$ cat src/rtl/id_ex_if.sv
// Bundle between the ID/EX stage and its neighbours: decode inputs, forwarding taps and
// ALU/EX-MEM outputs. Valid/ready: a beat transfers on a rising edge where valid && ready.
interface id_ex_if #(
    parameter int DATA_WIDTH     = 32,
    parameter int REG_ADDR_WIDTH = 5,
    parameter int OP_WIDTH       = 4,
    parameter int IMM_WIDTH      = 16
);
    logic                      flush;
    logic                      idValid;
    logic                      idReady;
    logic [REG_ADDR_WIDTH-1:0] idRsAddr;
    logic [REG_ADDR_WIDTH-1:0] idRtAddr;
    logic [REG_ADDR_WIDTH-1:0] idDestAddr;
    logic [DATA_WIDTH-1:0]     idRsData;
    logic [DATA_WIDTH-1:0]     idRtData;
    logic [IMM_WIDTH-1:0]      idImm;
    logic [REG_ADDR_WIDTH-1:0] idShamt;
    logic [OP_WIDTH-1:0]       idAluOp;
    logic                      idUseImm;
    logic                      idZeroExt;
    logic                      idUseShamt;
    logic                      idRegWrite;
    logic                      idMemRead;
    logic                      memFwdValid;
    logic                      memFwdIsLoad;
    logic [REG_ADDR_WIDTH-1:0] memFwdAddr;
    logic [DATA_WIDTH-1:0]     memFwdData;
    logic                      wbFwdValid;
    logic [REG_ADDR_WIDTH-1:0] wbFwdAddr;
    logic [DATA_WIDTH-1:0]     wbFwdData;
    logic                      exValid;
    logic                      exReady;
    logic [DATA_WIDTH-1:0]     aluInputA;
    logic [DATA_WIDTH-1:0]     aluInputB;
    logic [OP_WIDTH-1:0]       aluOperation;
    logic [DATA_WIDTH-1:0]     exStoreData;
    logic [REG_ADDR_WIDTH-1:0] exDestAddr;
    logic                      exRegWrite;
    logic                      exMemRead;

    modport slave (
        input  flush, idValid, idRsAddr, idRtAddr, idDestAddr, idRsData, idRtData,
               idImm, idShamt, idAluOp, idUseImm, idZeroExt, idUseShamt, idRegWrite, idMemRead,
               memFwdValid, memFwdIsLoad, memFwdAddr, memFwdData,
               wbFwdValid, wbFwdAddr, wbFwdData, exReady,
        output idReady, exValid, aluInputA, aluInputB, aluOperation,
               exStoreData, exDestAddr, exRegWrite, exMemRead
    );

    modport master (
        output flush, idValid, idRsAddr, idRtAddr, idDestAddr, idRsData, idRtData,
               idImm, idShamt, idAluOp, idUseImm, idZeroExt, idUseShamt, idRegWrite, idMemRead,
               memFwdValid, memFwdIsLoad, memFwdAddr, memFwdData,
               wbFwdValid, wbFwdAddr, wbFwdData, exReady,
        input  idReady, exValid, aluInputA, aluInputB, aluOperation,
               exStoreData, exDestAddr, exRegWrite, exMemRead
    );
endinterface

$ cat src/rtl/id_ex_stage.sv
// ID/EX pipeline register with MEM/WB operand forwarding, load-use stall and branch flush.
// Define ID_EX_FORWARD_EN for forwarding; otherwise the stage stalls on any in-flight match.
module id_ex_stage #(
    parameter int DATA_WIDTH     = 32,
    parameter int REG_ADDR_WIDTH = 5,
    parameter int OP_WIDTH       = 4,
    parameter int IMM_WIDTH      = 16
) (
    input  logic       clk,
    input  logic       rst_n,
    id_ex_if.slave     bus,
    output logic [1:0] state
);
    localparam logic [1:0] ST_EMPTY  = 2'd0;
    localparam logic [1:0] ST_READY  = 2'd1;
    localparam logic [1:0] ST_HAZARD = 2'd2;

    logic                      full;
    logic [REG_ADDR_WIDTH-1:0] rs_addr, rt_addr, dest_addr, shamt;
    logic [DATA_WIDTH-1:0]     rs_data, rt_data;
    logic [IMM_WIDTH-1:0]      imm;
    logic [OP_WIDTH-1:0]       alu_op;
    logic                      use_imm, zero_ext, use_shamt, reg_write, mem_read;

    logic                  mem_rs, mem_rt, wb_rs, wb_rt;
    logic [DATA_WIDTH-1:0] fwd_rs, fwd_rt;
    logic                  hazard, ex_valid, id_ready, load, drain;

    // Register 0 is hard-wired zero and never forwarded.
    assign mem_rs = (rs_addr != '0) && bus.memFwdValid && (bus.memFwdAddr == rs_addr);
    assign mem_rt = (rt_addr != '0) && bus.memFwdValid && (bus.memFwdAddr == rt_addr);
    assign wb_rs  = (rs_addr != '0) && bus.wbFwdValid  && (bus.wbFwdAddr  == rs_addr);
    assign wb_rt  = (rt_addr != '0) && bus.wbFwdValid  && (bus.wbFwdAddr  == rt_addr);

`ifdef ID_EX_FORWARD_EN
    assign fwd_rs = mem_rs ? bus.memFwdData : (wb_rs ? bus.wbFwdData : rs_data);
    assign fwd_rt = mem_rt ? bus.memFwdData : (wb_rt ? bus.wbFwdData : rt_data);
    // A load in MEM has no data yet; wait until it reaches WB.
    assign hazard = full && bus.memFwdIsLoad && (mem_rs || mem_rt);
`else
    logic fwd_unused;
    assign fwd_unused = ^{bus.memFwdData, bus.wbFwdData, bus.memFwdIsLoad};
    assign fwd_rs     = rs_data;
    assign fwd_rt     = rt_data;
    assign hazard     = full && (mem_rs || mem_rt || wb_rs || wb_rt);
`endif

    assign ex_valid = full && !hazard;
    assign drain    = ex_valid && bus.exReady;
    assign id_ready = !full || drain;
    assign load     = bus.idValid && id_ready && !bus.flush;

    assign bus.exValid = ex_valid;
    assign bus.idReady = id_ready;

    always_comb begin
        state = ST_EMPTY;
        if (full) state = hazard ? ST_HAZARD : ST_READY;
    end

    always_comb begin
        bus.aluInputA    = '0;
        bus.aluInputB    = '0;
        bus.aluOperation = '0;
        bus.exStoreData  = '0;
        bus.exDestAddr   = '0;
        bus.exRegWrite   = 1'b0;
        bus.exMemRead    = 1'b0;
        if (full) begin
            bus.aluInputA = use_shamt ? {{(DATA_WIDTH-REG_ADDR_WIDTH){1'b0}}, shamt} : fwd_rs;
            if (!use_imm)
                bus.aluInputB = fwd_rt;
            else if (zero_ext)
                bus.aluInputB = {{(DATA_WIDTH-IMM_WIDTH){1'b0}}, imm};
            else
                bus.aluInputB = {{(DATA_WIDTH-IMM_WIDTH){imm[IMM_WIDTH-1]}}, imm};
            bus.aluOperation = alu_op;
            bus.exStoreData  = fwd_rt;
            bus.exDestAddr   = dest_addr;
            bus.exRegWrite   = reg_write;
            bus.exMemRead    = mem_read;
        end
    end

    always_ff @(posedge clk) begin
        if (!rst_n) begin
            full      <= 1'b0;
            rs_addr   <= '0;
            rt_addr   <= '0;
            dest_addr <= '0;
            shamt     <= '0;
            rs_data   <= '0;
            rt_data   <= '0;
            imm       <= '0;
            alu_op    <= '0;
            use_imm   <= 1'b0;
            zero_ext  <= 1'b0;
            use_shamt <= 1'b0;
            reg_write <= 1'b0;
            mem_read  <= 1'b0;
        end else if (bus.flush) begin
            full <= 1'b0;
        end else if (load) begin
            full      <= 1'b1;
            rs_addr   <= bus.idRsAddr;
            rt_addr   <= bus.idRtAddr;
            dest_addr <= bus.idDestAddr;
            shamt     <= bus.idShamt;
            rs_data   <= bus.idRsData;
            rt_data   <= bus.idRtData;
            imm       <= bus.idImm;
            alu_op    <= bus.idAluOp;
            use_imm   <= bus.idUseImm;
            zero_ext  <= bus.idZeroExt;
            use_shamt <= bus.idUseShamt;
            reg_write <= bus.idRegWrite;
            mem_read  <= bus.idMemRead;
        end else if (drain) begin
            full <= 1'b0;
        end
`ifdef ID_EX_FORWARD_EN
        // Capture forwarded values while held so a producer retiring mid-stall is not lost.
        else if (full) begin
            rs_data <= fwd_rs;
            rt_data <= fwd_rt;
        end
`endif
    end
endmodule

$ cat src/flat_wrapper.sv
// flat-port wrapper written by rule: the top's interface ports become plain ports
module id_ex_stage_flat 
#(
    parameter int DATA_WIDTH     = 32,
    parameter int REG_ADDR_WIDTH = 5,
    parameter int OP_WIDTH       = 4,
    parameter int IMM_WIDTH      = 16
)
  (clk, rst_n, state, bus_flush, bus_idValid, bus_idRsAddr, bus_idRtAddr, bus_idDestAddr, bus_idRsData, bus_idRtData, bus_idImm, bus_idShamt, bus_idAluOp, bus_idUseImm, bus_idZeroExt, bus_idUseShamt, bus_idRegWrite, bus_idMemRead, bus_memFwdValid, bus_memFwdIsLoad, bus_memFwdAddr, bus_memFwdData, bus_wbFwdValid, bus_wbFwdAddr, bus_wbFwdData, bus_exReady, bus_idReady, bus_exValid, bus_aluInputA, bus_aluInputB, bus_aluOperation, bus_exStoreData, bus_exDestAddr, bus_exRegWrite, bus_exMemRead);
  id_ex_if #(.DATA_WIDTH(DATA_WIDTH), .REG_ADDR_WIDTH(REG_ADDR_WIDTH), .OP_WIDTH(OP_WIDTH), .IMM_WIDTH(IMM_WIDTH)) bus_i ();
  input  logic clk;
  input  logic rst_n;
  output logic [1:0] state;
  input wire logic [$bits(bus_i.flush)-1:0] bus_flush;
  input wire logic [$bits(bus_i.idValid)-1:0] bus_idValid;
  input wire logic [$bits(bus_i.idRsAddr)-1:0] bus_idRsAddr;
  input wire logic [$bits(bus_i.idRtAddr)-1:0] bus_idRtAddr;
  input wire logic [$bits(bus_i.idDestAddr)-1:0] bus_idDestAddr;
  input wire logic [$bits(bus_i.idRsData)-1:0] bus_idRsData;
  input wire logic [$bits(bus_i.idRtData)-1:0] bus_idRtData;
  input wire logic [$bits(bus_i.idImm)-1:0] bus_idImm;
  input wire logic [$bits(bus_i.idShamt)-1:0] bus_idShamt;
  input wire logic [$bits(bus_i.idAluOp)-1:0] bus_idAluOp;
  input wire logic [$bits(bus_i.idUseImm)-1:0] bus_idUseImm;
  input wire logic [$bits(bus_i.idZeroExt)-1:0] bus_idZeroExt;
  input wire logic [$bits(bus_i.idUseShamt)-1:0] bus_idUseShamt;
  input wire logic [$bits(bus_i.idRegWrite)-1:0] bus_idRegWrite;
  input wire logic [$bits(bus_i.idMemRead)-1:0] bus_idMemRead;
  input wire logic [$bits(bus_i.memFwdValid)-1:0] bus_memFwdValid;
  input wire logic [$bits(bus_i.memFwdIsLoad)-1:0] bus_memFwdIsLoad;
  input wire logic [$bits(bus_i.memFwdAddr)-1:0] bus_memFwdAddr;
  input wire logic [$bits(bus_i.memFwdData)-1:0] bus_memFwdData;
  input wire logic [$bits(bus_i.wbFwdValid)-1:0] bus_wbFwdValid;
  input wire logic [$bits(bus_i.wbFwdAddr)-1:0] bus_wbFwdAddr;
  input wire logic [$bits(bus_i.wbFwdData)-1:0] bus_wbFwdData;
  input wire logic [$bits(bus_i.exReady)-1:0] bus_exReady;
  output wire logic [$bits(bus_i.idReady)-1:0] bus_idReady;
  output wire logic [$bits(bus_i.exValid)-1:0] bus_exValid;
  output wire logic [$bits(bus_i.aluInputA)-1:0] bus_aluInputA;
  output wire logic [$bits(bus_i.aluInputB)-1:0] bus_aluInputB;
  output wire logic [$bits(bus_i.aluOperation)-1:0] bus_aluOperation;
  output wire logic [$bits(bus_i.exStoreData)-1:0] bus_exStoreData;
  output wire logic [$bits(bus_i.exDestAddr)-1:0] bus_exDestAddr;
  output wire logic [$bits(bus_i.exRegWrite)-1:0] bus_exRegWrite;
  output wire logic [$bits(bus_i.exMemRead)-1:0] bus_exMemRead;
  assign bus_i.flush = bus_flush;
  assign bus_i.idValid = bus_idValid;
  assign bus_i.idRsAddr = bus_idRsAddr;
  assign bus_i.idRtAddr = bus_idRtAddr;
  assign bus_i.idDestAddr = bus_idDestAddr;
  assign bus_i.idRsData = bus_idRsData;
  assign bus_i.idRtData = bus_idRtData;
  assign bus_i.idImm = bus_idImm;
  assign bus_i.idShamt = bus_idShamt;
  assign bus_i.idAluOp = bus_idAluOp;
  assign bus_i.idUseImm = bus_idUseImm;
  assign bus_i.idZeroExt = bus_idZeroExt;
  assign bus_i.idUseShamt = bus_idUseShamt;
  assign bus_i.idRegWrite = bus_idRegWrite;
  assign bus_i.idMemRead = bus_idMemRead;
  assign bus_i.memFwdValid = bus_memFwdValid;
  assign bus_i.memFwdIsLoad = bus_memFwdIsLoad;
  assign bus_i.memFwdAddr = bus_memFwdAddr;
  assign bus_i.memFwdData = bus_memFwdData;
  assign bus_i.wbFwdValid = bus_wbFwdValid;
  assign bus_i.wbFwdAddr = bus_wbFwdAddr;
  assign bus_i.wbFwdData = bus_wbFwdData;
  assign bus_i.exReady = bus_exReady;
  assign bus_idReady = bus_i.idReady;
  assign bus_exValid = bus_i.exValid;
  assign bus_aluInputA = bus_i.aluInputA;
  assign bus_aluInputB = bus_i.aluInputB;
  assign bus_aluOperation = bus_i.aluOperation;
  assign bus_exStoreData = bus_i.exStoreData;
  assign bus_exDestAddr = bus_i.exDestAddr;
  assign bus_exRegWrite = bus_i.exRegWrite;
  assign bus_exMemRead = bus_i.exMemRead;
  id_ex_stage #(.DATA_WIDTH(DATA_WIDTH), .REG_ADDR_WIDTH(REG_ADDR_WIDTH), .OP_WIDTH(OP_WIDTH), .IMM_WIDTH(IMM_WIDTH)) u_core (.clk(clk), .rst_n(rst_n), .bus(bus_i), .state(state));
endmodule
$ cat config.mk
export PLATFORM = sky130hd
export DESIGN_NAME = id_ex_stage_flat
export DESIGN_NICKNAME = d
export VERILOG_FILES = /design/src/rtl/id_ex_if.sv /design/src/rtl/id_ex_stage.sv /design/src/flat_wrapper.sv
export SDC_FILE = /design/constraint.sdc
export NUM_CORES = 1
export LEC_CHECK = 0
export ABC_AREA = 1
export ABC_CLOCK_PERIOD_IN_PS = 2600
export CAP_MARGIN = 10
export CORE_MARGIN = 8
export CORE_UTILIZATION = 46
export CTS_CLUSTER_DIAMETER = 150
export DETAILED_ROUTE_END_ITERATION = 16
export MAX_ROUTING_LAYER = met4
export PLACE_DENSITY_LB_ADDON = 0.12
export SLEW_MARGIN = 20
export SYNTH_ARGS = -nofsm -noshare
export SYNTH_HDL_FRONTEND = slang
export SYNTH_SLANG_ARGS = --single-unit
$ cat constraint.sdc
create_clock -name clk -period 2.6 [get_ports clk]
set_clock_uncertainty 0.05 [all_clocks]
set_input_delay 0.52 -clock clk [delete_from_list [all_inputs] [get_ports clk]]
set_output_delay 0.52 -clock clk [all_outputs]
set_load 0.03 [all_outputs]
==> flow_summary_export.csv <==
group,metric,value,unit
status,status,"complete, no violations",
finish,drive_gt1_frac,0.135,
sta,finalCriticalPeriod,2500,ps
clock_tree,root_buffer,"clkbuf_16",
sta,rsz0062_at_grt,"false",
finish,syn_to_final_growth,40.8,%
power_and_ir_drop,net-switching-power,1210,uW
global_routing,grt_pass1_vias,6069,
global_routing,antenna_found_initial,1,
clock_tree,clock_latency,340,ps
hold_path,hold_class,"flip-flop to flip-flop",
power_and_ir_drop,cellLeakagePower,0.00524,uW
synthesis,ys_seq_area_frac,0.324,
clock_tree,cts_tree,"done",
sta,finalCritPeriodShare,0.961,
clock_tree,cts_buffers,9,
routing,wl_per_cell,12.8,um
die,rows,44,
sta,timing.final.ws_setup,102,ps
place,place_area,0.00910,mm^2
clock_tree,cts_max_path_buffers,2,
routing,totalWireLength,19000,um
power_and_ir_drop,p_int,3080,uW
die,coreArea,0.0145,mm^2
place,gp_congestion,0.839,
sta,hold_ws,431,ps
routing,ant_nets,0,
worst_setup_path,crit_path_end_kind,"primary output",
global_routing,track_usage,0.199,
synthesis,synth_top_area_share,0.324,
power_and_ir_drop,pwr-share-clk,0.341,
worst_setup_path,crit_end,"bus_aluInputB[13]",
worst_setup_path,crit_chain,"buf_4 -> o21ai_0 -> nor2_1 -> clkdlybuf4s50_1",
run,maxCapViolCount,0,
routing,drc,0,
worst_setup_path,crit_start,"u_core.full",
die,start_util,0.469,
finish,fin_nets,1482,
worst_setup_path,cp-start-kind,"flip-flop",
synthesis,yosys_warnings,0,
clock_tree,cts_hold_buf,0,
sta,tightest_slew,528,ps
die,die_x,137,um
sta,setup_violations,0,
worst_setup_path,crit_arrival,1930,ps
worst_setup_path,slowest_stage,"clkdlybuf4s50_1",
place,place_hpwl,13800,um
global_routing,grt_pass1_wl,29700,um
synthesis,syn_area,0.00679,mm^2
global_routing,overflow,0,
sta,fin_tns_setup,0,ps
synthesis,syn_area_per_cell,6.23,um^2
synthesis,synth_cells,1089,
worst_setup_path,max_stage_delay,690,ps
synthesis,synth_top_cell_by_area,"dfxtp_1",
power_and_ir_drop,irDropWorstVdd,0.318,mV
sta,slew_viol_final,0,
synthesis,ys_seq_elements,110,
worst_setup_path,crit_fanout,30,
place,io_buffers,236,
power_and_ir_drop,finalPower,4290,uW
routing,vias_per_cell,4.57,
worst_setup_path,worst_ep_required_time,2030,ps
worst_setup_path,path_class,"flip-flop to primary output",
power_and_ir_drop,seq_power_share,0.439,
synthesis,ys_types,22,
sta,max_freq,400,MHz
global_routing,grt_max_degree,105,
sta,hold_violations,0,
die,fp.dieH,137,um
synthesis,ys_top_cells_by_area,"dfxtp_1 (32%), nor2_1 (13%), nand2_1 (12%)",
clock_tree,path_clk_slew,70,ps
worst_setup_path,timing.rr.end,"u_core.fwd_rt[20]",
die,die-area,0.0189,mm^2
clock_tree,htree_levels,3,
power_and_ir_drop,power_frac_comb,0.220,
routing,via_count,6771,
routing,dr.pass1.iters,6,
place,post-place-ws,-11.0,ps
hold_path,hold_start,"u_core.fwd_rs[10]",
worst_setup_path,r2r_setup_slack,570,ps
synthesis,syn-num-nets,1280,
power_and_ir_drop,switching_share,0.282,
worst_setup_path,r2r_cells,14,
finish,fin_area,0.00956,mm^2
sta,slew_headroom,0.648,
worst_setup_path,reg2reg_from,"u_core.rt_addr[2]",
routing,drtIter0Drc,347,
die,num_io_pins,302,
power_and_ir_drop,powerDensity,449,mW/mm^2
clock_tree,cts.sinks,110,
-- placed cells by master, fill, tap and decap left out, drive strengths merged, types with 12 or more instances in the layout --
cell,n
a21oi,111
nand3,111
nand2,216
inv,204
buf,63
dlymetal6s2s,32
clkbuf,12
nor2,237
o21ai,23
clkdlybuf4s50,171
dfxtp,110
-- per-layer routing --
| layer | vias to the layer above | GRT usage | share of wire |
|---|---|---|---|
| met2 | 146 | 0.316 | 0.46 |
| met3 | 14 | 0.0511 | 0.076 |
| met1 | 2947 | 0.243 | 0.45 |
| met4 | 0 | 0.0628 | 0.015 |
| li1 | 3664 | - | - |
| met5 | - | - | 0 |
-- worst min-delay path by stage --
stage,to,slack (ps),cells past startpoint
after detailed placement,u_core.fwd_rs[10],420,2
final,u_core.fwd_rs[10],430,2
after global placement,u_core.fwd_rs[26],410,2
after floorplan,u_core.fwd_rs[0],400,2
after global routing,u_core.fwd_rs[22],450,2
after CTS,u_core.fwd_rs[10],440,2
-- area by class of cell --
class / count / area (um^2)
Tap cell: 184 / 230
Clock inverter: 4 / 52.6
Antenna cell: 1 / 2.50
Fill cell: 1407 / 4920
Timing Repair Buffer: 267 / 2690
Multi-Input combinational cell: 700 / 3350
Clock buffer: 12 / 267
Sequential cell: 110 / 2200
Inverter: 203 / 762
-- stage by stage --
step / instances / utilization
6_report: 1481 / 0.660
4_1_cts: 1476 / 0.651
5_1_grt: 1481 / 0.660
3_5_place_dp: 1460 / 0.628
3_3_place_gp: 1460 / 0.628
2_1_floorplan: 1089 / -
-- synth_stat cells (all sizes together) --
library cell	number
buf	50
inv	203
nand4	1
nand2	216
dfxtp	110
a21oi	111
o21ai	23
nor2	237
clkbuf	26
nand3	111
a21o	1
-- repair_timing --
item / in CTS / in global routing
endpoints found under the hold margin: 0 / 0
buffers inserted: 0 / 4
pin swaps: 0 / 3
setup endpoints to repair: 18 / 30
resized for setup: 4 / 38
-- power by group through the flow --
stage / logic, uW / clock network [uW] / registers [uW]
after floorplan: 604 / 0 / 1900
after global placement: 933 / 0 / 1920
after detailed placement: 944 / 0 / 1920
after CTS: 948 / 1510 / 1880
after global routing: 1060 / 1570 / 1900
final: 944 / 1460 / 1880
-- cells by family after synthesis --
group	synth area share
AO/OA/AOI/OAI	0.109
buffers and inverters	0.186
flip-flops	0.324
AND/OR/NAND/NOR	0.380
-- sequential cells by signal, indices dropped and copies added (netlist names), 4 cells and up --
| name | count |
|---|---|
| u_core.alu_op | 4 |
| u_core.dest_addr | 5 |
| u_core.fwd_rs | 32 |
| u_core.fwd_rt | 32 |
| u_core.imm | 16 |
| u_core.rs_addr | 5 |
| u_core.rt_addr | 5 |
| u_core.shamt | 5 |
-- critical path: cells and delay by family (launching register included) --
family / cells / cell delay [ps]
buf+inv: 2 / 970
flops: 1 / 380
simple gates: 1 / 100
compound gates: 1 / 140
Note: power is estimated with default switching activity, not from simulation.
